[src/rtl/lru_state_array.sv]
// lru_state_array: per-set 4-way true-LRU state storage with query/touch/allocate sequencing
module lru_state_array #(
    parameter int NUM_SETS = 8,
    parameter int SET_W    = 3
) (
    input  logic             clk,
    input  logic             rst_n,
    input  logic             req_valid,
    output logic             req_ready,
    input  logic [1:0]       req_op,
    input  logic [SET_W-1:0] req_set,
    input  logic [1:0]       req_way,
    output logic             resp_valid,
    input  logic             resp_ready,
    output logic [SET_W-1:0] resp_set,
    output logic [1:0]       resp_victim,
    output logic [5:0]       resp_state
);
    localparam logic [5:0] CANON = 6'h24;

    typedef enum logic {INIT, RUN} state_t;

    state_t           state, state_nx;
    logic [SET_W-1:0] cnt, cnt_nx;
    logic [5:0]       mem [NUM_SETS];
    logic [5:0]       rd, eff, upd;
    logic             ok, accept;

    // Move way w to MRU; a touch of the implicit MRU leaves the ordering alone
    function automatic logic [5:0] touch(input logic [5:0] s, input logic [1:0] w);
        logic [1:0] a, b, c, m;
        a = s[5:4];
        b = s[3:2];
        c = s[1:0];
        m = a ^ b ^ c;
        return (w == a) ? {m, b, c} : (w == b) ? {m, a, c} : (w == c) ? {m, a, b} : s;
    endfunction

    // Combinational read, sanitise, and apply the requested op
    always_comb begin
        rd     = mem[req_set];
        ok     = (rd[5:4] != rd[3:2]) && (rd[5:4] != rd[1:0]) && (rd[3:2] != rd[1:0]);
        eff    = ok ? rd : CANON;
        upd    = (req_op == 2'b01) ? touch(eff, req_way) :
                 (req_op == 2'b10) ? touch(eff, eff[1:0]) : eff;
        req_ready = (state == RUN) && (!resp_valid || resp_ready);
        accept = req_valid && req_ready;
    end

    // INIT walks every set once, then hands over to RUN
    always_comb begin
        state_nx = state;
        cnt_nx   = cnt;
        if (state == INIT) begin
            cnt_nx = cnt + 1'b1;
            if (cnt == SET_W'(NUM_SETS - 1)) state_nx = RUN;
        end
    end

    // FSM state and init counter
    always_ff @(posedge clk or negedge rst_n) begin
        if (!rst_n) begin
            state <= INIT;
            cnt   <= '0;
        end else begin
            state <= state_nx;
            cnt   <= cnt_nx;
        end
    end

    // Array writes: canonical fill during INIT, write-back only when the word changes
    always_ff @(posedge clk) begin
        if (state == INIT) mem[cnt] <= CANON;
        else if (accept && upd != rd) mem[req_set] <= upd;
    end

    // Response register: load on accept, clear on drain without a new accept
    always_ff @(posedge clk or negedge rst_n) begin
        if (!rst_n) begin
            resp_valid  <= 1'b0;
            resp_set    <= '0;
            resp_victim <= '0;
            resp_state  <= '0;
        end else if (accept) begin
            resp_valid  <= 1'b1;
            resp_set    <= req_set;
            resp_victim <= eff[1:0];
            resp_state  <= upd;
        end else if (resp_ready) begin
            resp_valid  <= 1'b0;
        end
    end
endmodule

[config.mk]
export PLATFORM = sky130hd
export DESIGN_NAME = lru_state_array
export DESIGN_NICKNAME = d
export VERILOG_FILES = /design/src/rtl/lru_state_array.sv
export SDC_FILE = /design/constraint.sdc
export NUM_CORES = 1
export LEC_CHECK = 0
export CORE_ASPECT_RATIO = 1.4
export CORE_MARGIN = 3
export CORE_UTILIZATION = 40
export CTS_BUF_LIST = sky130_fd_sc_hd__clkbuf_4 sky130_fd_sc_hd__clkbuf_8 sky130_fd_sc_hd__clkbuf_16
export CTS_CLUSTER_SIZE = 8
export DETAILED_ROUTE_END_ITERATION = 7
export PLACE_DENSITY_LB_ADDON = 0.05
export SLEW_MARGIN = 20
export SYNTH_ARGS = -nofsm -noshare
export SYNTH_HDL_FRONTEND = slang
export SYNTH_SLANG_ARGS = --single-unit
[constraint.sdc]
create_clock -name clk -period 9.8 [get_ports clk]
set_input_delay 0.98 -clock clk [delete_from_list [all_inputs] [get_ports clk]]
set_output_delay 0.98 -clock clk [all_outputs]
set_load 0.03 [all_outputs]
==> results.py <==
metrics = {
    "run_status": {
        "outcome": "complete, no violations",
    },
    "synth": {
        "synth.top_cells.by_area": "edfxtp_1, dfrtp_1, mux4_1, mux4_2, xnor2_1",
        "yosysSeqAreaShare": 0.508,
        "ys_ff_latch": 64,
        "synth_top_area_share": 0.398,
        "yosysTopAreaCell": "edfxtp_1",
        "synth_nets": 311,
        "synthDistinctLibCells": 56,
        "synth_cells": 298,
        "syn_avg_cell_area_um2": 12.2,
        "synth_warnings": 0,
        "synth_area_um2": 3620,
        "synth-async-reset-ratio": 0.250,
        "synth_edf_count": 48,
        "synth_ff_type": "edfxtp_1",
    },
    "clock_network": {
        "numCtsBuffers": 9,
        "insertion_delay_ns": 0.32,
        "cts_setup_buffers": 0,
        "cts_sinks": 64,
        "cts_tree": "done",
        "cts-root-buf": "clkbuf_16",
        "cts.path.max_buffers": 2,
        "ctsHoldBuffers": 0,
        "cts_resized": 0,
        "clkTransAtPathRegs_ns": 0.05,
        "htreeDepth": 3,
    },
    "cells_and_area": {
        "drive_above_1_share": 0.141,
        "num_antenna_cells": 0,
        "utilization": 0.481,
        "final_common_cell": "edfxtp_1",
        "area_delta_synth_final_pct": 15.5,
        "layout.nets": 329,
        "final_cells": 425,
        "final_cell_area_um2": 4190,
        "final_cell_mix": "edfxtp_1, nand2_1, clkdlybuf4s50_1",
    },
    "detailed_routing": {
        "met3_length_um": 282,
        "drc": 0,
        "vias": 2554,
        "drtPass1Iterations": 4,
        "antenna_left": 0,
        "routed.top_layer": "met4",
        "drt-met1-wl_um": 3440,
        "drt_wl_total_um": 8700,
        "routed_via_density": 6.01,
        "drt_iter0_markers": 108,
        "dr_wl_met2_um": 4650,
        "wl_per_cell_um": 20.5,
    },
    "floorplan": {
        "core-area_um2": 8710,
        "die_w_um": 86.4,
        "chipHeight_um": 119,
        "die_area_um2": 10300,
        "io_pins": 24,
        "fp-row-count": 40,
        "initial_utilization": 0.416,
    },
    "min_path": {
        "hp-class": "reg -> reg",
    },
    "timing": {
        "fmax_ghz": 0.153,
        "maxSlewHeadroom": 0.324,
        "slew_violations": 0,
        "tightest_slew_ns": 1.01,
        "rsz0062_at_grt": "no",
        "hold-worst-slack_ns": 0.479,
        "fin_crit_sh": 0.668,
        "hold_viol": 0,
        "setup_tns_ns": 0,
        "fin_crit_ns": 6.55,
        "skew_ns": 0.00588,
        "setup_viol": 0,
    },
    "grt": {
        "overflow": 0,
        "grt_usage": 0.179,
        "grt_max_degree": 22,
        "grt_pass1_wl_um": 13800,
        "grt_pass1_vias": 2580,
        "antenna_found_initial": 0,
    },
    "placement": {
        "numPortBuffers": 23,
        "place_area_um2": 3900,
        "post-place-cells": 410,
        "hpwl_um": 6530,
        "gp_congestion": 0.924,
    },
    "setup_path": {
        "cp_max_fo": 18,
        "cp.required_ns": 9.74,
        "slowest_stage": "clkdlybuf4s50_1",
        "max_stage_delay_ns": 0.99,
        "critPathBufInv": 1,
        "end_kind": "flop",
        "cp_data_arrival_time_ns": 6.49,
        "path_cells": "clkdlybuf4s50_1, mux4_1, mux2i_2, xnor2_1, a222oi_1, nand2_1, and2_1, nand4_1, a31oi_1, o2111ai_1, o21bai_2, o32ai_1",
        "worstSetupStartpointType": "primary input",
        "worstSetupPathType": "in -> reg",
        "cpLargestDelayFamily": "compound AO/OA/AOI/OAI gates",
    },
    "power_and_ir_drop": {
        "power.leakage_nw": 1.44,
        "power_density_nw_per_um2": 189,
        "irDropWorstVdd_mv": 0.135,
    },
    "job": {
        "drv_cap": 0,
    },
}
## state kept, by name (all words and copies together) (netlist names)
name         count
resp_victim      2
resp_valid       1
cnt              3
state            1
resp_set         3
mem             48
resp_state       6
## where the power goes
| part | total (mW) | internal (mW) | leakage (nW) | switching, mW |
|---|---|---|---|---|
| clock | 0.301 | 0.199 | 0.140 | 0.102 |
| combinational | 0.176 | 0.0647 | 0.678 | 0.111 |
| sequential | 0.315 | 0.309 | 0.623 | 0.00556 |
## stage by stage
stage	setup slack (ns)	power, mW
floorplan	4.76	0.440
CTS	3.23	0.801
finish	3.25	0.792
global route	2.81	0.828
detailed placement	2.88	0.496
global placement	2.90	0.496
## worst paths after layout
path,start,to,depth (start not counted),slack [ns]
setup / recovery,req_set[2],mem[3][1],12,3.25
hold / removal,resp_state[4],resp_state[4],2,0.48
setup reg to reg,mem[3][1],mem[3][1],11,4.46
hold reg to reg,resp_state[4],resp_state[4],2,0.48
max in group asynchronous,rst_n,resp_state[5],1,8.26
min in group asynchronous,rst_n,resp_set[2],1,1.09
## worst min-delay path: stages (launching register included)
cell and delay [ns]:
dfrtp_1 0.34, nand2_1 0.05, o21ai_0 0.06
## cells by family after synthesis
| logic type | share of synthesized area |
|---|---|
| simple gates | 0.144 |
| flops | 0.508 |
| compound gates | 0.128 |
| mux | 0.150 |
| buf+inv | 0.0318 |
| xor+xnor | 0.0314 |
| fa+ha+maj | 0.00690 |
## per-layer routing
metal  global-route usage  vias to the layer above
met5                    0                        -
met4               0.0945                        0
met3               0.0404                       21
met2                0.305                       72
met1                0.205                     1258
li1                     -                     1203
## cells in the mapped netlist, types with 4 or more instances
cell type  count
a21oi_1       10
buf_2          5
clkbuf_1       9
dfrtp_1       16
edfxtp_1      48
inv_1          5
mux2_2        10
mux2i_1        8
mux4_1         6
mux4_2         6
nand2_1       27
nand2b_1       4
nand3_1       13
nand4_1        7
nor2_1        18
nor3_1         7
o21ai_0       11
o22ai_1        6
o31ai_1        5
or3_1          6
xnor2_1       13
## final cells by class
type / count / area [um^2]
fill: 797 / 4520
sequential: 64 / 1840
multi-input combinational: 212 / 1670
clock buffer: 11 / 240
timing repair buffer: 24 / 238
tap: 105 / 131
clock inverter: 4 / 46.3
inverter: 5 / 18.8
No activity file was read; power rests on OpenSTA's default activity.
